## src/rtl/uart_io_ctl.sv

```systemverilog
// UART request responder: serialises 1/2/4-byte OUT words onto a byte transmitter and
// gathers received bytes, buffered in an RX FIFO, into little-endian IN words.
module uart_io_ctl #(
  parameter int RX_DEPTH_LOG2 = 9
) (
  input  logic        clk,
  input  logic        rstn,
  input  logic        uart_wenable,
  input  logic [1:0]  uart_wsz,
  input  logic [31:0] uart_wd,
  output logic        uart_wdone,
  input  logic        uart_renable,
  input  logic [1:0]  uart_rsz,
  output logic [31:0] uart_rd,
  output logic        uart_rdone,
  output logic [7:0]  tx_data,
  output logic        tx_valid,
  input  logic        tx_ready,
  input  logic [7:0]  rx_data,
  input  logic        rx_valid,
  output logic        rx_overrun
);

  localparam int DEPTH = 1 << RX_DEPTH_LOG2;

  typedef enum logic { T_IDLE, T_SEND } tx_state_t;
  typedef enum logic { R_IDLE, R_GATHER } rx_state_t;

  // Index of the last byte of a transfer: 1, 2 or 4 bytes.
  function automatic logic [1:0] size_last(input logic [1:0] sz);
    logic [1:0] last;
    case (sz)
      2'b00:   last = 2'd0;
      2'b01:   last = 2'd1;
      default: last = 2'd3;
    endcase
    return last;
  endfunction

  // ---------------- TX path ----------------
  tx_state_t   tx_state, tx_state_nxt;
  logic [31:0] tx_word;
  logic [1:0]  tx_last;
  logic [1:0]  tx_k;
  logic        tx_fire;
  logic        tx_final;

  assign tx_valid = (tx_state == T_SEND);
  // Gated so tx_data reads zero whenever nothing is offered, including in reset.
  assign tx_data  = tx_valid ? tx_word[{tx_k, 3'b000} +: 8] : 8'h00;
  assign tx_fire  = tx_valid && tx_ready;
  assign tx_final = tx_fire && (tx_k == tx_last);

  always_comb begin
    tx_state_nxt = tx_state;
    case (tx_state)
      T_IDLE:  if (uart_wenable) tx_state_nxt = T_SEND;
      T_SEND:  if (tx_final) tx_state_nxt = T_IDLE;
      default: tx_state_nxt = T_IDLE;
    endcase
  end

  always_ff @(posedge clk or negedge rstn) begin
    if (!rstn) begin
      tx_state    <= T_IDLE;
      tx_last     <= 2'd0;
      tx_k        <= 2'd0;
      uart_wdone  <= 1'b0;
    end else begin
      tx_state   <= tx_state_nxt;
      uart_wdone <= tx_final;
      if (tx_state == T_IDLE && uart_wenable) begin
        tx_last <= size_last(uart_wsz);
        tx_k    <= 2'd0;
      end else if (tx_fire) begin
        tx_k    <= tx_k + 2'd1;
      end
    end
  end

  always_ff @(posedge clk) begin
    if (tx_state == T_IDLE && uart_wenable) tx_word <= uart_wd;
  end

  // ---------------- RX FIFO ----------------
  logic [7:0]               rx_mem [DEPTH];
  logic [RX_DEPTH_LOG2-1:0] wr_ptr, rd_ptr;
  logic [RX_DEPTH_LOG2:0]   fifo_cnt;
  logic                     fifo_full, fifo_empty;
  logic                     push, pop;
  logic [7:0]               rx_byte;

  // The count never exceeds DEPTH, so its top bit alone marks full.
  assign fifo_full  = fifo_cnt[RX_DEPTH_LOG2];
  assign fifo_empty = (fifo_cnt == '0);
  assign push       = rx_valid && !fifo_full;
  assign rx_byte    = rx_mem[rd_ptr];

  always_ff @(posedge clk) begin
    if (push) rx_mem[wr_ptr] <= rx_data;
  end

  always_ff @(posedge clk or negedge rstn) begin
    if (!rstn) begin
      wr_ptr     <= '0;
      rd_ptr     <= '0;
      fifo_cnt   <= '0;
      rx_overrun <= 1'b0;
    end else begin
      if (push) wr_ptr <= wr_ptr + 1'b1;
      if (pop)  rd_ptr <= rd_ptr + 1'b1;
      case ({push, pop})
        2'b10:   fifo_cnt <= fifo_cnt + 1'b1;
        2'b01:   fifo_cnt <= fifo_cnt - 1'b1;
        default: fifo_cnt <= fifo_cnt;
      endcase
      if (rx_valid && fifo_full) rx_overrun <= 1'b1;
    end
  end

  // ---------------- RX gather ----------------
  rx_state_t   rx_state, rx_state_nxt;
  logic [1:0]  rx_last;
  logic [1:0]  rx_k;
  logic [31:0] rx_acc;
  logic [31:0] rx_word_nxt;
  logic        rx_final;

  assign pop         = (rx_state == R_GATHER) && !fifo_empty;
  assign rx_word_nxt = rx_acc | ({24'h000000, rx_byte} << {rx_k, 3'b000});
  assign rx_final    = pop && (rx_k == rx_last);

  always_comb begin
    rx_state_nxt = rx_state;
    case (rx_state)
      R_IDLE:   if (uart_renable) rx_state_nxt = R_GATHER;
      R_GATHER: if (rx_final) rx_state_nxt = R_IDLE;
      default:  rx_state_nxt = R_IDLE;
    endcase
  end

  always_ff @(posedge clk or negedge rstn) begin
    if (!rstn) begin
      rx_state   <= R_IDLE;
      rx_last    <= 2'd0;
      rx_k       <= 2'd0;
      uart_rd    <= 32'h0;
      uart_rdone <= 1'b0;
    end else begin
      rx_state   <= rx_state_nxt;
      uart_rdone <= rx_final;
      if (rx_final) uart_rd <= rx_word_nxt;
      if (rx_state == R_IDLE && uart_renable) begin
        rx_last <= size_last(uart_rsz);
        rx_k    <= 2'd0;
      end else if (pop) begin
        rx_k    <= rx_k + 2'd1;
      end
    end
  end

  always_ff @(posedge clk) begin
    if (rx_state == R_IDLE && uart_renable) rx_acc <= 32'h0;
    else if (pop)                           rx_acc <= rx_word_nxt;
  end

endmodule
```

## config.mk

```make
export PLATFORM = sky130hd
export DESIGN_NAME = uart_io_ctl
export DESIGN_NICKNAME = d
export VERILOG_FILES = /design/src/rtl/uart_io_ctl.sv
export SDC_FILE = /design/constraint.sdc
export NUM_CORES = 2
export LEC_CHECK = 0
export BUFFER_PORTS_ARGS = -buffer_cell sky130_fd_sc_hd__buf_2
export CAP_MARGIN = 15
export CORE_ASPECT_RATIO = 0.75
export CORE_UTILIZATION = 35
export DETAILED_ROUTE_END_ITERATION = 8
export HOLD_SLACK_MARGIN = 0.03
export SLEW_MARGIN = 20
export SYNTH_ARGS = -nofsm -noshare
export SYNTH_HDL_FRONTEND = slang
export SYNTH_SLANG_ARGS = --single-unit
```

## constraint.sdc

```tcl
create_clock -name clk -period 7.99 [get_ports clk]
set_input_delay 0.3995 -clock clk [delete_from_list [all_inputs] [get_ports clk]]
set_output_delay 0.3995 -clock clk [all_outputs]
set_load 0.02 [all_outputs]
```

==> impl_metrics.yaml <==
run_status:
  status: "complete, no violations"
yosys:
  syn_avg_cell_area_sq_um: 20.87
  ys_top_cells_by_area: "edfxtp_1, mux4_2, mux2i_1"
  yosys.area.top_type: "edfxtp_1"
  syn_inst: 7863
  synth_area_sq_mm: 0.1641
  synthArstFlopShare_pct: 1.725
  synth-seq-cells: 4233
  synth_edf_count: 4128
  synth_commonest_cells: "edfxtp_1, mux4_2, nor2_1"
  ys_types: 85
  synth_warnings: 0
  synth.top_cell.area_share_pct: 75.52
  synth.most_common_cell: "edfxtp_1"
  synth_fp_nets: 7928
  ys.flop_type: "edfxtp_1"
  yosysSeqAreaShare_pct: 77.02
sta:
  fin_skew_ns: 0.06571
  tns_ns: 0
  worstMarginPinSlew_ns: 1.333
  drv_slew: 0
  slew_headroom_pct: 11.17
  setup_violations: 0
  min_period_ns: 6.076
  hold_viol_final: 0
  rsz0062_at_grt: "false"
  fmax_ghz: 0.1646
  period_share_pct: 76.05
routing:
  vias: 85153
  totalWireLength_um: 475300
  antenna_left: 0
  drt_first_pass_iters: 6
  drt_iter0_drc: 12653
  drc: 0
  wire_per_inst_um: 32.35
  viasPerCell: 5.795
grt:
  grt_use_total_pct: 19.66
  antenna_found_initial: 48
  grt-ovfl-total: 0
  grt_pass1_vias: 83073
  grt_max_degree: 205
  grt_first_pass_wirelength_um: 660700
clock_tree:
  post_cts_resized: 0
  cts_setup_buffers: 0
  cts_tree: "built"
  path_clk_slew_ns: 0.06
  htree_levels: 5
  insertion_delay_ns: 0.97
  clock-sinks: 4233
  clock_path_buffers: 4
  cts_buffers: 392
  cts_root_buf: "clkbuf_16"
setup_path:
  critPathTopFamily: "compound AO/OA/AOI/OAI gates"
  reg2reg_slack_ns: 1.91
  required_ns: 8.85
  slowest_stage: "dfrtp_4"
  r2r_start: "rd_ptr[3]$_DFFE_PN0P_"
  rr_endpoint: "uart_rd[23]$_DFFE_PN0P_"
  worstSetupPathType: "reg2reg"
  critPathLaunchType: "flip-flop"
  arrival_ns: 6.93
  r2r_cells: 10
  crit_chain: "buf_4 -> and2_4 -> buf_12 -> a22oi_1 -> a21oi_1 -> a2111oi_1 -> buf_4 -> o311ai_0 -> o21ai_1 -> o21ai_0"
  crit_path_max_incr_delay_ns: 0.84
  endpoint_kind: "flip-flop"
  path_buf_inv: 3
  worst_path_most_repeated_cell: "buf_4"
  cp_max_fo: 40
placement:
  port_buffers: 93
  place.gp.congestion: 0.8507
  dpl_cell_area_sq_mm: 0.1722
  place_hpwl_um: 284100
final_layout:
  area_growth_pct: 12.76
  design_area_sq_mm: 0.1851
  multiInputGateArea_sq_mm: 0.03533
  fillers: 41118
  seq_area_sq_mm: 0.1264
  layout-drive-gt1-share_pct: 22.44
  fin_nets: 8192
floorplanning:
  rows: 217
  die_x_um: 792.8
  die_h_um: 595.1
  die-area_sq_mm: 0.4717
  num_io_pins: 94
  start_util_pct: 35.19
  core_area_sq_mm: 0.4665
worst_hold_path:
  holdPathEnd: "rx_mem[2][1]$_DFFE_PP_"
  min_from: "rx_data[1]"
  hold_depth: 1
  hold_path_class: "in2reg"
power_and_ir_drop:
  power_uw: 62810
  power_density_mw_per_mm2: 339.4
  leakagePower_uw: 0.05686
  ir_drop_mv: 0.2970
job:
  maxCapViolations: 0
cell families (layout without fill, tap and decap cells):
group           count (synthesis)  count (layout)  synth area share, %
simple gates                 1041            1041                2.661
fa+ha+maj                      15              15               0.1189
other cells                     0               8                    0
buf+inv                       500            1081                1.684
mux                          1271            1271                15.05
compound gates                771             771                3.294
xor+xnor                       32              32               0.1707
flops                        4233            4233                77.02
power breakdown:
group          switching [uW]  internal [uW]
Clock                    8400          10000
Combinational           12200           7050
Sequential                479          24700
Total                   21100          41700
state kept, by name, indices dropped and copies added (netlist names), 2 cells and up:
| name | count |
|---|---|
| rx_mem | 4096 |
| rx_acc | 32 |
| tx_word | 32 |
| uart_rd | 32 |
| fifo_cnt | 10 |
| rd_ptr | 9 |
| wr_ptr | 9 |
| rx_k | 2 |
| rx_last | 2 |
| tx_k | 2 |
| tx_last | 2 |
worst max-delay path by stage:
stage,start,to,slack [ns],cells past startpoint
after global placement,rd_ptr[0]$_DFFE_PN0P_,rx_acc[22]$_SDFFE_PP0P_,2.07,10
after detailed placement,rd_ptr[0]$_DFFE_PN0P_,uart_rd[23]$_DFFE_PN0P_,2.05,10
after CTS,rd_ptr[0]$_DFFE_PN0P_,uart_rd[23]$_DFFE_PN0P_,2.05,10
final,rd_ptr[3]$_DFFE_PN0P_,uart_rd[23]$_DFFE_PN0P_,1.91,10
after floorplan,fifo_cnt[0]$_DFFE_PN0P_,fifo_cnt[9]$_DFFE_PN0P_,4.42,13
after global routing,rd_ptr[0]$_DFFE_PN0P_,uart_rd[3]$_DFFE_PN0P_,2.03,9
metal layers:
metal  wire [um]  vias up  track usage, %
met2      202100     5383           27.59
met4       13290       18           5.136
met1      197000    45782           29.52
li1            -    33237               -
met3       62840      733           6.198
met5         116        -          0.3153
placed cells by master, fill, tap and decap left out, types with 74 or more instances in the layout:
master / count
o21ai_0: 74
edfxtp_1: 4128
nor2_1: 573
a22oi_1: 166
nand2_1: 239
buf_4: 170
clkinv_1: 100
clkinv_2: 74
mux2i_1: 298
mux4_2: 938
a21oi_1: 141
clkbuf_16: 394
buf_2: 85
per-stage QoR:
step,instances,setup WS [ns],hold slack [ns],utilization [%]
floorplan,7863,4.424,0.1039,-
global placement,13916,2.070,0.4385,36.89
detailed placement,13922,2.053,0.4475,36.91
CTS,14682,2.050,0.05593,39.66
global route,14686,2.034,0.05476,39.67
finish,14693,1.914,0.06815,39.68
repair_timing:
item / in CTS / in global routing
endpoints found under the setup margin: 0 / 0
endpoints found under the hold margin: 373 / 0
hold buffers: 49 / 0
final cells by class:
| class | count | share of cell area (%) |
|---|---|---|
| tap | 6241 | 4.219 |
| inverter | 18 | 0.04191 |
| sequential | 4233 | 68.32 |
| clock inverter | 241 | 1.149 |
| clock buffer | 470 | 5.508 |
| multi-input combinational | 3130 | 19.09 |
| antenna | 8 | 0.01082 |
| timing repair buffer | 352 | 1.660 |
Note: power is estimated with default switching activity, not from simulation.
